## config.mk

```make
export PLATFORM = sky130hd
export DESIGN_NAME = issue_scoreboard
export DESIGN_NICKNAME = d
export VERILOG_FILES = /design/src/rtl/issue_scoreboard_pkg.sv /design/src/rtl/issue_scoreboard_pending_table.sv /design/src/rtl/issue_scoreboard.sv
export SDC_FILE = /design/constraint.sdc
export NUM_CORES = 1
export LEC_CHECK = 0
export CORE_MARGIN = 2
export CORE_UTILIZATION = 45
export DETAILED_ROUTE_END_ITERATION = 6
export GPL_ROUTABILITY_DRIVEN = 0
export SLEW_MARGIN = 0
export SYNTH_ARGS = -nofsm -noshare
export SYNTH_HDL_FRONTEND = slang
export SYNTH_HIERARCHICAL = 1
export SYNTH_SLANG_ARGS = --single-unit
```

## constraint.sdc

```tcl
create_clock -name clk -period 8.8 [get_ports clk]
set_clock_uncertainty 0.15 [all_clocks]
set_input_delay 0.88 -clock clk [delete_from_list [all_inputs] [get_ports clk]]
set_output_delay 0.88 -clock clk [all_outputs]
set_load 0.01 [all_outputs]
```

## src/rtl/issue_scoreboard_pkg.sv

```systemverilog
// Shared types for the issue scoreboard: opcodes, FSM states and the
// opcode classifier that says which operands an instruction touches.
package issue_scoreboard_pkg;

   localparam int REG_ADDR_W = 5;
   localparam int NUM_REGS   = 32;

   typedef enum logic [4:0] {
      OP_NOP,
      OP_ADD,
      OP_SUB,
      OP_ADDI,
      OP_LUI,
      OP_LOAD,
      OP_STORE,
      OP_BRANCH,
      OP_JAL,
      OP_JALR,
      OP_FENCE,
      OP_CSRRW,
      OP_CSRRS,
      OP_CSRRC,
      OP_ECALL,
      OP_EBREAK,
      OP_MRET
   } opcodes_t;

   typedef enum logic [1:0] {
      SB_RUN,
      SB_DRAIN,
      SB_SERIAL,
      SB_TRAP
   } sb_state_t;

   typedef struct packed {
      logic reads_rs1;
      logic reads_rs2;
      logic writes_rd;
      logic serial;
   } op_class_t;

   // Serial ops still read/write registers so the pending table stays consistent.
   function automatic op_class_t op_classify(input opcodes_t op);
      op_class_t c;
      c = '0;
      case (op)
         OP_ADD, OP_SUB: begin
            c.reads_rs1 = 1'b1;
            c.reads_rs2 = 1'b1;
            c.writes_rd = 1'b1;
         end
         OP_ADDI, OP_LOAD, OP_JALR: begin
            c.reads_rs1 = 1'b1;
            c.writes_rd = 1'b1;
         end
         OP_LUI, OP_JAL: begin
            c.writes_rd = 1'b1;
         end
         OP_STORE, OP_BRANCH: begin
            c.reads_rs1 = 1'b1;
            c.reads_rs2 = 1'b1;
         end
         OP_CSRRW, OP_CSRRS, OP_CSRRC: begin
            c.reads_rs1 = 1'b1;
            c.writes_rd = 1'b1;
            c.serial    = 1'b1;
         end
         OP_FENCE, OP_ECALL, OP_EBREAK, OP_MRET: begin
            c.serial = 1'b1;
         end
         default: c = '0;
      endcase
      return c;
   endfunction

endpackage

```

## src/rtl/issue_scoreboard_pending_table.sv

```systemverilog
// Per-register pending-write counters: one increment and one decrement per
// cycle, two operand read ports, all reads see the pre-update values.
module sb_pending_table
   import issue_scoreboard_pkg::*;
#(
   parameter int CNT_W = 2
) (
   input  logic                  clk,
   input  logic                  rst,
   input  logic                  en,
   input  logic                  clr,
   input  logic [REG_ADDR_W-1:0] rd_addr_a,
   input  logic [REG_ADDR_W-1:0] rd_addr_b,
   output logic [CNT_W-1:0]      rd_data_a,
   output logic [CNT_W-1:0]      rd_data_b,
   input  logic                  inc_en,
   input  logic [REG_ADDR_W-1:0] inc_addr,
   output logic                  inc_full,
   input  logic                  dec_en,
   input  logic [REG_ADDR_W-1:0] dec_addr,
   output logic                  dec_empty
);

   localparam logic [CNT_W-1:0] CNT_MAX = '1;

   logic [CNT_W-1:0]    cnt_q [NUM_REGS];
   logic [CNT_W-1:0]    cnt_d [NUM_REGS];
   logic [NUM_REGS-1:0] inc_hit;
   logic [NUM_REGS-1:0] dec_hit;

   assign rd_data_a = cnt_q[rd_addr_a];
   assign rd_data_b = cnt_q[rd_addr_b];
   assign inc_full  = (cnt_q[inc_addr] == CNT_MAX);
   assign dec_empty = (cnt_q[dec_addr] == '0);

   // Saturating update; a matching inc/dec on one entry cancels out.
   always_comb begin
      for (int i = 0; i < NUM_REGS; i++) begin
         inc_hit[i] = inc_en && (inc_addr == REG_ADDR_W'(i)) && (cnt_q[i] != CNT_MAX);
         dec_hit[i] = dec_en && (dec_addr == REG_ADDR_W'(i)) && (cnt_q[i] != '0);
         cnt_d[i]   = cnt_q[i];
         if (clr || (i == 0)) begin
            cnt_d[i] = '0;
         end else begin
            case ({inc_hit[i], dec_hit[i]})
               2'b10:   cnt_d[i] = cnt_q[i] + CNT_W'(1);
               2'b01:   cnt_d[i] = cnt_q[i] - CNT_W'(1);
               default: cnt_d[i] = cnt_q[i];
            endcase
         end
      end
   end

   always_ff @(posedge clk) begin
      if (rst) begin
         for (int i = 0; i < NUM_REGS; i++) begin
            cnt_q[i] <= '0;
         end
      end else if (en) begin
         for (int i = 0; i < NUM_REGS; i++) begin
            cnt_q[i] <= cnt_d[i];
         end
      end
   end

endmodule

```

## src/rtl/issue_scoreboard.sv

```systemverilog
// Issue controller: gates decoded instructions on register hazards and the
// in-flight limit, serialises system ops and raises the illegal-op trap.
module issue_scoreboard
   import issue_scoreboard_pkg::*;
#(
   parameter int MAX_INFLIGHT = 4,
   parameter int CNT_W        = 2
) (
   input  logic                              clk,
   input  logic                              rst,
   input  logic                              clk_en,
   input  logic                              dec_valid,
   input  opcodes_t                          dec_opcode,
   input  logic [REG_ADDR_W-1:0]             dec_rs1,
   input  logic [REG_ADDR_W-1:0]             dec_rs2,
   input  logic [REG_ADDR_W-1:0]             dec_rd,
   input  logic                              dec_illegal,
   input  logic                              exe_ready,
   output logic                              issue_valid,
   output logic                              o_busy,
   input  logic                              ret_valid,
   input  logic                              ret_we,
   input  logic [REG_ADDR_W-1:0]             ret_rd,
   input  logic                              flush,
   output logic                              trap_illegal,
   output logic [$clog2(MAX_INFLIGHT+1)-1:0] inflight,
   output logic                              sb_error
);

   localparam int INFL_W = $clog2(MAX_INFLIGHT + 1);

   sb_state_t         state_q, state_d;
   logic              drain_ill_q, drain_ill_d;
   logic [INFL_W-1:0] inflight_q, inflight_d;
   logic              sb_error_q, sb_error_d;

   op_class_t         cls;
   logic [CNT_W-1:0]  cnt_rs1;
   logic [CNT_W-1:0]  cnt_rs2;
   logic              rd_full;
   logic              ret_empty;
   logic              active;
   logic              at_limit;
   logic              hazard;
   logic              issue_fire;
   logic              trap_fire;
   logic              retire_ok;
   logic              inc_en;
   logic              dec_en;

   assign cls    = op_classify(dec_opcode);
   assign active = clk_en & ~rst & ~flush;

   sb_pending_table #(
      .CNT_W(CNT_W)
   ) u_pending (
      .clk       (clk),
      .rst       (rst),
      .en        (clk_en),
      .clr       (flush),
      .rd_addr_a (dec_rs1),
      .rd_addr_b (dec_rs2),
      .rd_data_a (cnt_rs1),
      .rd_data_b (cnt_rs2),
      .inc_en    (inc_en),
      .inc_addr  (dec_rd),
      .inc_full  (rd_full),
      .dec_en    (dec_en),
      .dec_addr  (ret_rd),
      .dec_empty (ret_empty)
   );

   // Hazards use pre-update counters, so a same-cycle retire never bypasses.
   always_comb begin
      at_limit   = (inflight_q == INFL_W'(MAX_INFLIGHT));
      hazard     = (cls.reads_rs1 & (cnt_rs1 != '0))
                 | (cls.reads_rs2 & (cnt_rs2 != '0))
                 | (cls.writes_rd & rd_full)
                 | at_limit;
      issue_fire = 1'b0;
      trap_fire  = 1'b0;
      case (state_q)
         SB_RUN: begin
            issue_fire = dec_valid & exe_ready & ~cls.serial & ~dec_illegal & ~hazard;
         end
         SB_DRAIN: begin
            if (inflight_q == '0) begin
               if (drain_ill_q) begin
                  trap_fire = 1'b1;
               end else begin
                  issue_fire = dec_valid & exe_ready;
               end
            end
         end
         default: begin
            issue_fire = 1'b0;
            trap_fire  = 1'b0;
         end
      endcase
      issue_fire = issue_fire & active;
      trap_fire  = trap_fire & active;

      retire_ok = ret_valid & (inflight_q != '0);
      inc_en    = issue_fire & cls.writes_rd & (dec_rd != '0);
      dec_en    = ret_valid & ret_we & (ret_rd != '0);

      if (flush) begin
         inflight_d = '0;
      end else begin
         inflight_d = inflight_q + INFL_W'(issue_fire) - INFL_W'(retire_ok);
      end

      sb_error_d = sb_error_q
                 | (ret_valid & ((inflight_q == '0) | (ret_we & (ret_rd != '0) & ret_empty)));
   end

   always_comb begin
      state_d     = state_q;
      drain_ill_d = drain_ill_q;
      case (state_q)
         SB_RUN: begin
            if (dec_valid & (dec_illegal | cls.serial)) begin
               state_d     = SB_DRAIN;
               drain_ill_d = dec_illegal;
            end
         end
         SB_DRAIN: begin
            if (trap_fire) begin
               state_d = SB_TRAP;
            end else if (issue_fire) begin
               state_d = SB_SERIAL;
            end
         end
         SB_SERIAL: begin
            if (inflight_d == '0) begin
               state_d = SB_RUN;
            end
         end
         SB_TRAP: begin
            state_d = SB_TRAP;
         end
         default: begin
            state_d = SB_RUN;
         end
      endcase
      if (flush) begin
         state_d     = SB_RUN;
         drain_ill_d = 1'b0;
      end
   end

   always_comb begin
      issue_valid  = issue_fire;
      trap_illegal = trap_fire;
      o_busy       = ~clk_en | (state_q != SB_RUN) | (dec_valid & ~issue_fire);
      inflight     = inflight_q;
      sb_error     = sb_error_q;
   end

   always_ff @(posedge clk) begin
      if (rst) begin
         state_q     <= SB_RUN;
         drain_ill_q <= 1'b0;
         inflight_q  <= '0;
         sb_error_q  <= 1'b0;
      end else if (clk_en) begin
         state_q     <= state_d;
         drain_ill_q <= drain_ill_d;
         inflight_q  <= inflight_d;
         sb_error_q  <= sb_error_d;
      end
   end

endmodule

```

* Yosys cells after proc, flatten, opt, wreduce, memory -nomap -nowiden
Memories as Yosys holds them, arrays and structs flattened. Index checks and enable logic that the tools add are counted.
Cells by class: $add $sub $neg 64, $mul 0, divide/modulo/power cells 0, magnitude comparators 0, eq/ne operators 179, shifts and indexed selects 0, mux-type cells 119, bitwise gates (word level) 68, reductions and logical operators 173
Operators with widths (count):
- $eq A5 B5 Y1 const B | 33
- $mux W2 | 68
- $logic_and A1 B1 Y1 | 124
- $pmux W2 S2 | 31
- $eq A5 B4 Y1 const B | 24
- $reduce_bool A2 Y1 | 36
- $eq A2 B2 Y1 const B | 34
- $eq A2 B1 Y1 const B | 32
- $add A2 B1 Y2 const B | 31
- $ne A2 B2 Y1 const B | 31
- $sub A2 B1 Y2 const B | 31
- $eq A5 B3 Y1 const B | 12
- $or A1 B1 Y1 | 40
- $eq A5 B2 Y1 const B | 6
- $and A1 B1 Y1 | 21
- $reduce_or A10 Y1 | 2
- $mux W1 | 17
- $eq A5 B1 Y1 const B | 3
- $reduce_bool A5 Y1 | 2
- $pmux W2 S4 | 1
- $not A1 Y1 | 7
- $reduce_or A7 Y1 | 1
- $logic_not A3 Y1 | 2
- $ne A3 B3 Y1 const B | 2
- 11 further kinds | 12
Storage, ports and cells: register bits 7, latch bits 0, RAM bits 64, memory bits (read-only) 0, bits of input ports 34, output and inout port bits 7, memories 1
Memories:
- u_pending.cnt_q | words 32, width 2, rd ports 35, clocked after memory_dff 0, wr ports 32, line issue_scoreboard_pending_table.sv:26 | logic [CNT_W-1:0] cnt_q [NUM_REGS];

* Logic depth before layout (Yosys ltp)
depth in word-level cells 19, depth in mapped cells 19, mapped depth without buffers 17

* Hierarchy
The synthesis kept the hierarchy.
By module, submodules not included:
- sb_pending_table | instances 1, cells each 571, area each 5672.9 sq um, sequential area each 1861.8 sq um
- issue_scoreboard | instances 1, cells each 91, area each 679.4 sq um, sequential area each 140.1 sq um

* Least setup slack after synthesis
No wires, ideal clock.
path type in2reg, from input port dec_rs2[1], to register state_q[1], setup time 133 ps, data arrival time 4612 ps, data required time 8517 ps, setup slack 3905 ps, stages on the path 17, path buffers 2, cell sequence buf_2 > clkbuf_1 > mux4_2 > mux4_2 > mux2_2 > nor2_1 > nor3_1 > a21oi_1 > nand4_2 > a211oi_1 > ha_1 > inv_1 > fa_1 > xnor2_1 > xnor2_1 > o311ai_0 > a21oi_1
Between the ends: word-level cells in the longest chain between the ends 16, elaborated cells between the ends (all ways) 17, those cells by class 2 x add/sub; 2 x eq/ne; 2 x mux; 7 x bitwise; 3 x reduce/logical; 1 x memory
RTL lines:
- from (decl) | line issue_scoreboard.sv:15 | input logic [REG_ADDR_W-1:0] dec_rs2,
- $mem_v2 Z32 W2 (*)
- named net cnt_rs2[1] | line issue_scoreboard.sv:39 | logic [CNT_W-1:0] cnt_rs2;
- $reduce_bool A2 Y1 (*) | line issue_scoreboard.sv:77 | | (cls.reads_rs2 & (cnt_rs2 != '0))
- $and A1 B1 Y1 (*) | line issue_scoreboard.sv:77
- $or A1 B1 Y1 (*) | line issue_scoreboard.sv:77
- $or A1 B1 Y1 (*) | line issue_scoreboard.sv:78 | | (cls.writes_rd & rd_full)
- $or A1 B1 Y1 (*) | line issue_scoreboard.sv:79 | | at_limit;
- $not A1 Y1 (*) | line issue_scoreboard.sv:84 | issue_fire = dec_valid & exe_ready & ~cls.serial & ~dec_illegal & ~hazard;
- [... 2 more ...]
- $and A1 B1 Y1 (*) | line issue_scoreboard.sv:100 | issue_fire = issue_fire & active;
- named net issue_valid | line issue_scoreboard.sv:19 | output logic issue_valid,
- $add A3 B1 Y3 | line issue_scoreboard.sv:110 | inflight_d = inflight_q + INFL_W'(issue_fire) - INFL_W'(retire_ok);
- $sub A3 B1 Y3 | line issue_scoreboard.sv:110
- $mux W3 | line issue_scoreboard.sv:107 | if (flush) begin
- $logic_not A3 Y1 | line issue_scoreboard.sv:135 | if (inflight_d == '0) begin
- $ne A3 B3 Y1 (no line)
- $reduce_and A4 Y1 (no line) (*)
- to (signal assigned) | line issue_scoreboard.sv:167 | state_q <= state_d;
- to (decl) | line issue_scoreboard.sv:32 | sb_state_t state_q, state_d;
The timed path passes the listed nets; every way through them passes the cells marked *. A chain may end at the register's enable or synchronous reset.

* Worst setup path after layout
from input port dec_rs2[0], to output port issue_valid
Between the ends: word-level cells in the longest chain between the ends 10
RTL lines:
- $mem_v2 Z32 W2
- named net cnt_rs2[1] | line issue_scoreboard.sv:39
- $reduce_bool A2 Y1 | line issue_scoreboard.sv:77
- $and A1 B1 Y1 | line issue_scoreboard.sv:77
- $or A1 B1 Y1 | line issue_scoreboard.sv:77
- $or A1 B1 Y1 | line issue_scoreboard.sv:78
- $or A1 B1 Y1 | line issue_scoreboard.sv:79
- $not A1 Y1 | line issue_scoreboard.sv:84
- $and A1 B1 Y1 | line issue_scoreboard.sv:84
- $pmux W1 S2 | line issue_scoreboard.sv:82 | case (state_q)
- $and A1 B1 Y1 | line issue_scoreboard.sv:100
- to (decl) | line issue_scoreboard.sv:19
The timed path passes the listed nets, and every way through them passes these cells.

==> metrics.cfg <==
[routing]
drt-total-wl_mm=18.8
dr.max_layer_used=met4
drt_pass1_iterations=5
wl_per_cell_um=21.9
drc=0
wl_met2_mm=8.40
wl_met3_mm=1.65
final_antenna_net_count=0
met1Wirelength_mm=7.98
drtIter0Drc=616
vias=5485
vias_per_cell=6.40

[setup_path]
reg2reg_depth=15
r2r_start=u_pending/cnt_q[14][1]
cp.required_ns=7.77
crit_fanout=17
cp_data_arrival_time_ns=4.97
r2r_slack_ns=4.13
timing.rr.end=u_pending/cnt_q[6][1]
crit_path_start_kind=input pin
critPathKind=in2out
endpoint_kind=output pin

[synth]
synth-xor-area-share_pct=8.96
synth-compound-area-share_pct=8.82
synth_fa_ha_area_share_pct=6.82
synth-simple-area-share_pct=20.9
synth.most_common_cell=nor2_1
yosys_register_bits=69
synth_enable_flop_cells=62
ys_seq_area_share_pct=31.5
synth.area.mux_share_pct=18.8
yosysTopAreaCell=edfxtp_1
ys_async_sr_fraction_pct=0
synth-main-ff-cell=edfxtp_1
yosysWarnings=6
synth_top_family_by_area=simple AND/OR/NAND/NOR gates
yosysTopAreaCellShare_pct=29.3
syn_nets=730
synth_cells=662
synth.top_cells.by_count=117 x nor2_1, 62 x edfxtp_1, 49 x nand2_1
synth_cell_types=58
yosys-top-cells-area=edfxtp_1 29%, mux4_2 13%, nor2_1 6.9%
synth_area_per_cell_um2=9.60
synth_area_um2=6350

[clock_tree]
clock_path_buffers=2
clockRootBuffer=clkbuf_16
clock_latency_ns=0.35
cts_htree_levels=3
path_clk_slew_ns=0.05
cts_resized=0
cts_buffers=9
holdBufCountCts=0
tritoncts=built
numClockSinks=69
post-cts-setup-buffers=0

[placement]
hpwlAfterDp_mm=13.6
placed_cell_area_um2=6790
portBuffers=40
dp_slack_ns=2.59

[floorplan]
ioPinCount=41
core_area_um2=13800
dieWidth_um=123
initial_core_util_pct=45.9
num_rows=43
dieArea_um2=15100
die_h_um=123

[pwr]
leakage_uw=0.00251
power_frac_comb_pct=21.3
swShare_pct=28.9
internal-power_uw=737
clkPwrFrac_pct=36.6
irDropWorstVdd_mv=0.0953
p_switching_uw=299
power.density_nw_per_um2=146
p_seq_share_pct=42.0

[timing]
fmax_ghz=0.167
final.setup.tns_ns=0
grt_setup_unrepaired=false
relSlewSlack_pct=24.0
hold_viol_final=0
setup_slack_ns=2.80
min_period_ns=6.00
worst_pin_slew_ns=1.14
drv_slew=0
finalCritPeriodShare_pct=68.2
setup_violations=0

[global_route]
grt_pass1_wl_mm=29.2
grt_pass1_vias=5250
grt_overflow_total=0
grt_max_degree=35
antenna_found_initial=0
grtUsageTotal_pct=26.1

[final_layout]
areaGrowthSynthToFinish_pct=11.8
drive_gt1_share_pct=11.2
fillers=1195
fin_nets=740
final_area_um2=7100
n_antenna_cell=0

[outcome]
status=complete, no violations

[hold_path]
whs_path_depth=2
hold_path_class=reg2reg
holdPathEnd=sb_error
hold_start=sb_error

[job]
max_cap_viol_count=0

-- placed cells by master (no fill, tap or decap), drive strengths merged, types with 31 or more instances in the layout --
master / synthesis / routed
a21oi: 47 / 47
clkdlybuf4s50: 0 / 40
edfxtp: 62 / 62
ha: 33 / 33
mux4: 45 / 45
nand2: 50 / 50
nand3: 44 / 44
nor2: 117 / 117
nor3: 41 / 41
xnor2: 34 / 34
xor2: 31 / 31
-- cells by family after synthesis --
family	Yosys count
adder cells (fa/ha/maj)	34
AO/OA/AOI/OAI	91
multiplexers	58
AND/OR/NAND/NOR	290
flip-flops	69
buffers and inverters	55
XOR/XNOR	65
-- critical path, cell delays in order --
cell and delay [ns]:
clkdlybuf4s50_1 1.07, mux4_1 0.66, mux4_2 0.49, mux2_2 0.29, nor2_1 0.13, nor3_1 0.06
a21oi_1 0.18, nand4_2 0.16, a211oi_1 0.42, clkdlybuf4s50_1 0.63
-- power by group through the flow --
stage	registers, µW	clock network, µW	logic, µW
floorplan	420	0	165
CTS	433	387	218
global placement	439	0	213
global route	438	403	239
detailed placement	440	0	216
finish	436	380	221
-- cell type report --
| class | count | area, µm² | share of cell area [%] |
|---|---|---|---|
| clock buffer | 14 | 307 | 4.31 |
| clock inverter | 2 | 10.0 | 0.141 |
| inverter | 12 | 45.0 | 0.634 |
| multi-input combinational | 538 | 4100 | 57.7 |
| sequential | 69 | 2000 | 28.2 |
| tap | 180 | 225 | 3.17 |
| timing repair buffer | 42 | 415 | 5.85 |
-- per-layer routing --
| metal | vias to the layer above | track usage, % |
|---|---|---|
| met5 | - | 0 |
| met4 | 0 | 12.4 |
| met3 | 48 | 6.60 |
| met2 | 296 | 39.4 |
| met1 | 2677 | 34.9 |
| li1 | 2464 | - |
-- state kept, by name, indices dropped and copies added, names as in the netlist --
register and count:
inflight 3, drain_ill_q 1, sb_error 1, u_pending/cnt_q 62
state_q 2
-- how the worst max path moves through the flow --
stage	from	to	slack, ns
finish	dec_rs2[0]	issue_valid	2.80
global route	dec_rs2[0]	u_pending/cnt_q[6][1]	2.59
CTS	dec_rs2[0]	issue_valid	2.83
detailed placement	dec_rs2[0]	u_pending/cnt_q[2][1]	2.59
global placement	dec_rs1[0]	u_pending/cnt_q[6][1]	2.65
floorplan	dec_rs2[1]	state_q[1]	3.90
-- stage by stage --
stage                     total power, µW  utilization [%]  instances  hold slack, ns
after floorplan                       585                -        662           0.325
after global placement                652             49.1        841           0.312
after detailed placement              657             49.1        841           0.323
after CTS                            1040             51.4        857           0.339
after global routing                 1080             51.4        857           0.354
final                                1040             51.4        857           0.335
Power figures use the tool's default switching activity.
